### config.mk
export PLATFORM = sky130hd
export DESIGN_NAME = pic_command_sequencer
export DESIGN_NICKNAME = d
export VERILOG_FILES = /design/src/rtl/pic_command_sequencer.sv
export SDC_FILE = /design/constraint.sdc
export NUM_CORES = 1
export LEC_CHECK = 0
export ABC_AREA = 1
export CAP_MARGIN = 20
export CORE_MARGIN = 5
export CORE_UTILIZATION = 40
export CTS_BUF_LIST = sky130_fd_sc_hd__clkbuf_8
export DETAILED_ROUTE_END_ITERATION = 12
export PLACE_DENSITY = 0.71
export SLEW_MARGIN = 20
export SYNTH_ARGS = -nofsm -noshare
export SYNTH_HDL_FRONTEND = slang
export SYNTH_SLANG_ARGS = --single-unit
### constraint.sdc
create_clock -name clock -period 1.55 [get_ports clock]
set_input_delay 0.31 -clock clock [delete_from_list [all_inputs] [get_ports clock]]
set_output_delay 0.31 -clock clock [all_outputs]
set_load 0.02 [all_outputs]
### src/rtl/pic_command_sequencer.sv
// pic_command_sequencer
// Initialization / operation command sequencer for an 8259A-compatible PIC.
// Walks ICW1 -> ICW2 -> (ICW3) -> (ICW4) and then decodes OCW1/OCW2/OCW3.
// Every programmed field is held in a register for the downstream blocks.
//
// Ports:
//   clock, reset          : clock and synchronous active-high reset
//   write_strobe          : one-cycle pulse for a completed CPU write
//   address               : latched A0 of that write
//   internal_data_bus     : latched write data
//   init_done             : 1 once the ICW sequence has finished
//   icw1_strobe           : one-cycle pulse after an accepted ICW1
//   level_triggered, single_mode, address_interval_4 : ICW1 fields
//   vector_base           : ICW2 D7..D3
//   cascade_config        : ICW3 byte
//   mode_8086, auto_eoi, buffered_master, buffered_mode,
//   special_fully_nested  : ICW4 fields
//   interrupt_mask        : OCW1 mask
//   ocw2_strobe, ocw2_command, ocw2_level : OCW2 pulse and its fields
//   auto_rotate           : rotate-on-AEOI flag
//   special_mask_mode     : OCW3 SMM state
//   read_isr_select       : 0 = read IRR, 1 = read ISR
//   poll_strobe           : one-cycle pulse on an OCW3 poll command
module pic_command_sequencer #(
  parameter logic [7:0] RESET_MASK = 8'hFF
) (
  input  logic       clock,
  input  logic       reset,
  input  logic       write_strobe,
  input  logic       address,
  input  logic [7:0] internal_data_bus,
  output logic       init_done,
  output logic       icw1_strobe,
  output logic       level_triggered,
  output logic       single_mode,
  output logic       address_interval_4,
  output logic [4:0] vector_base,
  output logic [7:0] cascade_config,
  output logic       mode_8086,
  output logic       auto_eoi,
  output logic       buffered_master,
  output logic       buffered_mode,
  output logic       special_fully_nested,
  output logic [7:0] interrupt_mask,
  output logic       ocw2_strobe,
  output logic [2:0] ocw2_command,
  output logic [2:0] ocw2_level,
  output logic       auto_rotate,
  output logic       special_mask_mode,
  output logic       read_isr_select,
  output logic       poll_strobe
);

  localparam logic [2:0] UNINIT    = 3'd0;
  localparam logic [2:0] WAIT_ICW2 = 3'd1;
  localparam logic [2:0] WAIT_ICW3 = 3'd2;
  localparam logic [2:0] WAIT_ICW4 = 3'd3;
  localparam logic [2:0] READY     = 3'd4;

  logic [2:0] state_reg;
  logic       ic4_reg;
  logic       is_icw1;

  // ICW1 is recognised in every state, so it is decoded ahead of the FSM.
  assign is_icw1 = ~address & internal_data_bus[4];

  always_ff @(posedge clock) begin
    if (reset) begin
      state_reg            <= UNINIT;
      ic4_reg              <= 1'b0;
      init_done            <= 1'b0;
      icw1_strobe          <= 1'b0;
      level_triggered      <= 1'b0;
      single_mode          <= 1'b0;
      address_interval_4   <= 1'b0;
      vector_base          <= 5'd0;
      cascade_config       <= 8'h00;
      mode_8086            <= 1'b0;
      auto_eoi             <= 1'b0;
      buffered_master      <= 1'b0;
      buffered_mode        <= 1'b0;
      special_fully_nested <= 1'b0;
      interrupt_mask       <= RESET_MASK;
      ocw2_strobe          <= 1'b0;
      ocw2_command         <= 3'd0;
      ocw2_level           <= 3'd0;
      auto_rotate          <= 1'b0;
      special_mask_mode    <= 1'b0;
      read_isr_select      <= 1'b0;
      poll_strobe          <= 1'b0;
    end else begin
      // Strobes last exactly one cycle after the accepting edge.
      icw1_strobe <= 1'b0;
      ocw2_strobe <= 1'b0;
      poll_strobe <= 1'b0;

      if (write_strobe) begin
        if (is_icw1) begin
          level_triggered    <= internal_data_bus[3];
          address_interval_4 <= internal_data_bus[2];
          single_mode        <= internal_data_bus[1];
          ic4_reg            <= internal_data_bus[0];
          interrupt_mask     <= 8'h00;
          special_mask_mode  <= 1'b0;
          read_isr_select    <= 1'b0;
          auto_rotate        <= 1'b0;
          if (!internal_data_bus[0]) begin
            mode_8086            <= 1'b0;
            auto_eoi             <= 1'b0;
            buffered_master      <= 1'b0;
            buffered_mode        <= 1'b0;
            special_fully_nested <= 1'b0;
          end
          icw1_strobe <= 1'b1;
          init_done   <= 1'b0;
          state_reg   <= WAIT_ICW2;
        end else begin
          case (state_reg)
            WAIT_ICW2: begin
              if (address) begin
                vector_base <= internal_data_bus[7:3];
                // single_mode/ic4_reg already hold this sequence's ICW1 values.
                if (!single_mode) begin
                  state_reg <= WAIT_ICW3;
                end else if (ic4_reg) begin
                  state_reg <= WAIT_ICW4;
                end else begin
                  state_reg <= READY;
                  init_done <= 1'b1;
                end
              end
            end
            WAIT_ICW3: begin
              if (address) begin
                cascade_config <= internal_data_bus;
                if (ic4_reg) begin
                  state_reg <= WAIT_ICW4;
                end else begin
                  state_reg <= READY;
                  init_done <= 1'b1;
                end
              end
            end
            WAIT_ICW4: begin
              if (address) begin
                mode_8086            <= internal_data_bus[0];
                auto_eoi             <= internal_data_bus[1];
                buffered_master      <= internal_data_bus[2];
                buffered_mode        <= internal_data_bus[3];
                special_fully_nested <= internal_data_bus[4];
                state_reg            <= READY;
                init_done            <= 1'b1;
              end
            end
            READY: begin
              if (address) begin
                interrupt_mask <= internal_data_bus;
              end else if (!internal_data_bus[3]) begin
                ocw2_strobe  <= 1'b1;
                ocw2_command <= internal_data_bus[7:5];
                ocw2_level   <= internal_data_bus[2:0];
                if (internal_data_bus[7:5] == 3'b100) begin
                  auto_rotate <= 1'b1;
                end else if (internal_data_bus[7:5] == 3'b000) begin
                  auto_rotate <= 1'b0;
                end
              end else begin
                if (internal_data_bus[6]) begin
                  special_mask_mode <= internal_data_bus[5];
                end
                if (internal_data_bus[1]) begin
                  read_isr_select <= internal_data_bus[0];
                end
                if (internal_data_bus[2]) begin
                  poll_strobe <= 1'b1;
                end
              end
            end
            default: begin
              // UNINIT: only ICW1 has any effect.
            end
          endcase
        end
      end
    end
  end

endmodule

==> impl_metrics.env, run 1 <==
export IMPL_ys_top_cells_by_area="dfxtp_1 48%, a21oi_1 7.1%, nand2_1 7.1%"
export IMPL_fin_area_sq_mm=0.00278
export IMPL_worstPathMaxFanout=6
export IMPL_fin_nets=331
export IMPL_vias=1800
export IMPL_cp_arrival_ns=1.59
export IMPL_cp_top_family="buffers and inverters"
export IMPL_required_ns=1.75
export IMPL_reg_top3="cascade_config: 8 flops, interrupt_mask: 8 flops, vector_base: 5 flops"
export IMPL_critPathCaptureType="flop"
export IMPL_core_area_sq_mm=0.00466
export IMPL_maxCapViolCount=0
export IMPL_whs_ns=0.456
export IMPL_tightest_slew_ns=0.283
export IMPL_clock_latency_ns=0.30
export IMPL_grt_antenna_before_repair=0
export IMPL_cpPeakStageDelay_ns=0.53
export IMPL_start_util_pct=40.9
export IMPL_power_mw=2.54
export IMPL_synthMuxAreaShare_pct=0
export IMPL_post_drt_via_cell_ratio=4.81
export IMPL_drt_pass1_iter_count=4
export IMPL_ys_ff_latch=46
export IMPL_fillers=435
export IMPL_cts_tree="done"
export IMPL_post_cts_repair_setup_buffers=0
export IMPL_ant_nets=0
export IMPL_syn_num_nets=249
export IMPL_synth_compound_area_share_pct=17.3
export IMPL_grt_pass1_vias=1788
export IMPL_busiest_layer="met2"
export IMPL_crit_start="internal_data_bus[4]"
export IMPL_numClockSinks=46
export IMPL_syn_area_sq_mm=0.00191
export IMPL_grt_start_max_net_pins=33
export IMPL_synth_xor_area_share_pct=0
export IMPL_maxSlewViolCount=0
export IMPL_num_rows=25
export IMPL_grtUsageMet3_pct=5.10
export IMPL_grt_pass1_wl_mm=8.29
export IMPL_yosys_area_top_type="dfxtp_1"
export IMPL_place_congestion=0.832
export IMPL_rr_startpoint="state_reg[1]"
export IMPL_grt_overflow=0
export IMPL_max_vdd_ir_drop_mv=0.512
export IMPL_met1_usage_pct=21.8
export IMPL_utilization_pct=59.6
export IMPL_place_area_sq_mm=0.00270
export IMPL_drc_errors=0
export IMPL_clock_skew_ns=0.00715
export IMPL_cts_path_max_buffers=2
export IMPL_hold_violations=0
export IMPL_fin_crit_sh_pct=89.8
export IMPL_fin_setup_tns_ns=0
export IMPL_die_width_um=79.0
export IMPL_area_growth_pct=45.7
export IMPL_holdCritPathClass="flop to flop"
export IMPL_die_area_sq_mm=0.00625
export IMPL_fmax_mhz=718
export IMPL_fin_crit_ns=1.39
export IMPL_p_leak_nw=1.38
export IMPL_synth_seq_area_share_pct=48.3
export IMPL_hpwlAfterDp_mm=3.60
export IMPL_clkTransAtPathRegs_ns=0.08
export IMPL_wl_per_cell_um=12.7
export IMPL_status="completed"
export IMPL_grt_use_met2_pct=26.6
export IMPL_worstHoldStart="init_done"
export IMPL_drive_gt1_share_pct=19.7
export IMPL_final_common_cell="dfxtp_1"
export IMPL_synthCells=237
export IMPL_grt_use_total_pct=16.7
export IMPL_synthSimpleGateAreaFrac_pct=26.0
export IMPL_synth_top_area_share_pct=48.3
export IMPL_yosys_area_share_adder_pct=0
export IMPL_port_buffers=53
export IMPL_diodes=0
export IMPL_drtIter0Drc=77
export IMPL_ys_warn_count=0
export IMPL_num_io_pins=54
export IMPL_layout_common_cells="46 x dfxtp_1, 38 x dlygate4sd2_1, 35 x nand2_1"
export IMPL_rsz0062_at_grt="false"
export IMPL_cts_inserted_buffers=5
export IMPL_slew_headroom_pct=80.9
export IMPL_cp_buffers_inverters=2
export IMPL_routed_wirelength_mm=4.76
export IMPL_critPathKind="input pin to flop"
export IMPL_worstSetupStartpointType="input pin"
export IMPL_dieHeight_um=79.0
export IMPL_power_density_mw_per_mm2=915
export IMPL_ys_types=25
export IMPL_r2r_setup_slack_ns=0.27
export IMPL_root_buffer="clkbuf_8"
export IMPL_synth_top_family_by_area="simple AND/OR/NAND/NOR gates"
export IMPL_syn_area_per_cell_sq_um=8.05
export IMPL_setup_viol=0
export IMPL_worst_path_max_delay_cell="clkdlybuf4s50_1"
export IMPL_htreeDepth=2
export IMPL_path_cells="clkdlybuf4s50_1 > buf_4 > nor3_1 > nand2_1 > o21ai_0 > nor2_1"
## worst paths after layout
path,endpoint,cells past startpoint
max,ocw2_level[0],6
min,init_done,2
max reg2reg,special_fully_nested,5
min reg2reg,init_done,2
## routing by layer
metal | routed length (um) | up-vias | share of wire (%)
li1 | - | 942 | -
met2 | 2190 | 42 | 46
met5 | 0 | - | 0
met4 | 63 | 0 | 1.3
met3 | 312 | 6 | 6.6
met1 | 2190 | 810 | 46
## tightest hold or removal path: stages (launching register included)
cell     delay (ns)
dfxtp_1        0.32
inv_1          0.05
a21oi_1        0.05
## cell type report
| type | instances | area [sq um] | share of cell area, % |
|---|---|---|---|
| Timing Repair Buffer | 84 | 756 | 27.2 |
| Clock buffer | 5 | 68.8 | 2.48 |
| Inverter | 22 | 92.6 | 3.33 |
| Multi-Input combinational cell | 160 | 828 | 29.8 |
| Clock inverter | 3 | 45.0 | 1.62 |
| Sequential cell | 46 | 921 | 33.1 |
| Tap cell | 54 | 67.6 | 2.43 |
## synth_stat cells
cell and n:
o21ai_0 24, dfxtp_1 46, a21oi_4 1, nor2_4 1
nand2_2 4, nand2_4 4, nor2_2 2, a21oi_2 2
o21ai_2 2, nand4_1 2, inv_1 18, a21oi_1 27
clkinv_4 2, inv_2 2, nand3_1 21, a211oi_1 1
o31ai_1 2, buf_4 1, buf_6 4, nand3_2 1
nor2_1 26, nand2_1 36, clkbuf_1 4, nor3_4 2
nor3_1 2
## where the power goes
part           total (mW)  switching (mW)  internal (mW)  leakage (nW)
registers            1.25          0.0297           1.23         0.374
logic               0.398           0.228          0.170         0.960
clock network       0.891           0.412          0.479        0.0504
total                2.54           0.669           1.87          1.38
## through the flow
stage | setup slack, ns | cells
floorplan | 0.345 | 237
global placement | -0.195 | 366
detailed placement | -0.235 | 366
CTS | 0.000254 | 374
global route | 0.0458 | 374
finish | 0.157 | 374
## cells by family (layout without fill, tap and decap cells)
logic type / after synthesis / in the layout
and+or+nand+nor: 101 / 101
AOI/OAI and AO/OA: 59 / 59
DFF: 46 / 46
buffers and inverters: 31 / 114
## what timing repair did
| action | CTS | global route |
|---|---|---|
| hold endpoints to repair | 0 | 0 |
| endpoints found under the setup margin | 38 | 9 |
| hold buffers | 0 | 0 |
| resized for setup | 38 | 7 |
No activity file was read; power rests on OpenSTA's default activity.
==> inputs of run 2 (changes only) <==
Settings changed: CAP_MARGIN 20 to unset, CORE_UTILIZATION 40 to 49, PLACE_DENSITY 0.71 to 0.84.
==> run 2 against run 1 <==
Net effect:
- clock skew fell by 0.0019 ns
- sequential power barely moved
- critical endpoint unchanged
- highest routed layer unchanged
- utilization rose by 14 points
==> impl_metrics.env, run 2 (synthesized netlist as in run 1, its figures left out) <==
export IMPL_post_drt_via_cell_ratio=5.10
export IMPL_numClockSinks=46
export IMPL_critPathKind="flop to flop"
export IMPL_pwr_share_comb_pct=15.4
export IMPL_num_rows=22
export IMPL_vias=1846
export IMPL_final_cells=362
export IMPL_grt_use_total_pct=20.6
export IMPL_setup_viol=0
export IMPL_fin_crit_ns=1.38
export IMPL_area_growth_pct=43.4
export IMPL_cts_tree="done"
export IMPL_htreeDepth=2
export IMPL_p_sw_share_pct=25.3
export IMPL_die_area_sq_mm=0.00524
export IMPL_clock_latency_ns=0.30
export IMPL_final_common_cell="dfxtp_1"
export IMPL_place_congestion=0.919
export IMPL_grt_overflow=0
export IMPL_grt_start_max_net_pins=33
export IMPL_path_cells="nor2_2 > nand2_2 > nor2_2 > nand3_2 > nor2_4 > nor2_1 > nor2_1"
export IMPL_slew_headroom_pct=81.2
export IMPL_fmax_mhz=725
export IMPL_dieHeight_um=72.4
export IMPL_worstSetupStartpointType="flop"
export IMPL_hpwlAfterDp_mm=3.87
export IMPL_utilization_pct=73.6
export IMPL_dp_cells=355
export IMPL_diodes=0
export IMPL_power_mw=2.55
export IMPL_holdCritPathClass="flop to flop"
export IMPL_dp_slack_ns=-0.275
export IMPL_required_ns=1.78
export IMPL_cp_arrival_ns=1.61
export IMPL_ant_nets=0
export IMPL_max_vdd_ir_drop_mv=0.844
export IMPL_clkTransAtPathRegs_ns=0.08
export IMPL_num_io_pins=54
export IMPL_drtIter0Drc=198
export IMPL_fin_setup_tns_ns=0
export IMPL_maxCapViolCount=0
export IMPL_drc_errors=0
export IMPL_port_buffers=53
export IMPL_root_buffer="clkbuf_8"
export IMPL_wl_per_cell_um=14.4
export IMPL_switching_power_mw=0.645
export IMPL_holdBufCountCts=0
export IMPL_die_width_um=72.4
export IMPL_timing_final_ws_setup_ns=0.171
export IMPL_clock_power_share_pct=35.2
export IMPL_hold_violations=0
export IMPL_drive_gt1_share_pct=17.8
export IMPL_p_int_mw=1.90
export IMPL_reg_top3="cascade_config: 8 flops, interrupt_mask: 8 flops, vector_base: 5 flops"
export IMPL_drt_pass1_iter_count=4
export IMPL_pwr_share_seq_pct=49.3
export IMPL_layout_common_cells="46 x dfxtp_1, 41 x dlygate4sd2_1, 36 x nand2_1"
export IMPL_p_leak_nw=1.34
export IMPL_worstPathMaxFanout=6
export IMPL_tightest_slew_ns=0.280
export IMPL_status="completed"
export IMPL_cts_path_max_buffers=2
export IMPL_critPathCaptureType="flop"
export IMPL_start_util_pct=51.3
export IMPL_fin_crit_sh_pct=89.0
export IMPL_cts_inserted_buffers=5
export IMPL_grt_antenna_before_repair=0
export IMPL_clock_skew_ns=0.00527
export IMPL_fillers=310
export IMPL_grt_pass1_wl_mm=8.38
export IMPL_grt_pass1_vias=1773
export IMPL_routed_wirelength_mm=5.21
export IMPL_core_area_sq_mm=0.00372
export IMPL_fin_nets=326
export IMPL_power_density_mw_per_mm2=932
export IMPL_worst_path_max_delay_cell="dfxtp_1"
export IMPL_cpPeakStageDelay_ns=0.39
export IMPL_maxSlewViolCount=0
export IMPL_rsz0062_at_grt="false"
==> run 2: changes by cell type in the layout (fill, tap and decap cells not counted) <==
cell / previous run / this run
dlygate4sd2_1: 38 / 41
clkdlybuf4s50_1: 9 / 8
clkbuf_8: 5 / 6
buf_4: 29 / 23
clkinvlp_4: 2 / 0
nand2_2: 5 / 4
nand2_1: 35 / 36
buf_12: 2 / 3
dlymetal6s2s_1: 6 / 4
==> run 2: area by class of cell <==
class / count / area, sq um / share of cell area, %
multi-input combinational: 160 / 826 / 30.2
inverter: 22 / 92.6 / 3.39
timing repair buffer: 79 / 722 / 26.4
clock buffer: 6 / 82.6 / 3.02
tap: 48 / 60.1 / 2.20
clock inverter: 1 / 30.0 / 1.10
sequential: 46 / 921 / 33.7
==> run 2: layer usage <==
layer  GRT usage (%)  wire length, um
met4            6.76               63
met1            26.1             2250
met3            5.54              430
met2            33.9             2460
met5               0                0
==> run 2: worst paths after layout <==
check	depth (start not counted)	startpoint	endpoint	slack, ns
min	2	init_done	init_done	0.45
max	7	state_reg[0]	ocw2_level[0]	0.17
max reg2reg	7	state_reg[0]	ocw2_level[0]	0.17
min reg2reg	2	init_done	init_done	0.45
==> run 2: through the flow <==
stage               hold slack [ns]  area, sq um
CTS                           0.451         2720
finish                        0.451         2730
detailed placement            0.442         2660
global placement              0.440         2660
floorplan                     0.388         1910
global route                  0.469         2730
==> run 2: what timing repair did <==
| action | 4_1_cts | 5_1_grt |
|---|---|---|
| pin swaps | 0 | 0 |
| resized for setup | 41 | 4 |
| setup endpoints to repair | 41 | 9 |
| setup buffers | 0 | 0 |
==> run 2: power by group through the flow <==
stage                     Sequential (mW)  Clock (mW)  Combinational [mW]
after detailed placement             1.28           0               0.415
after global routing                 1.26       0.982               0.423
final                                1.26       0.898               0.393
after CTS                            1.26       0.921               0.393
after floorplan                      1.32           0               0.175
after global placement               1.28           0               0.409
==> run 2: worst max-delay path: cells and delay by family, from the launching register on <==
family | cells | cell delay [ns]
flip-flops | 1 | 0.39
AND/OR/NAND/NOR | 7 | 0.92
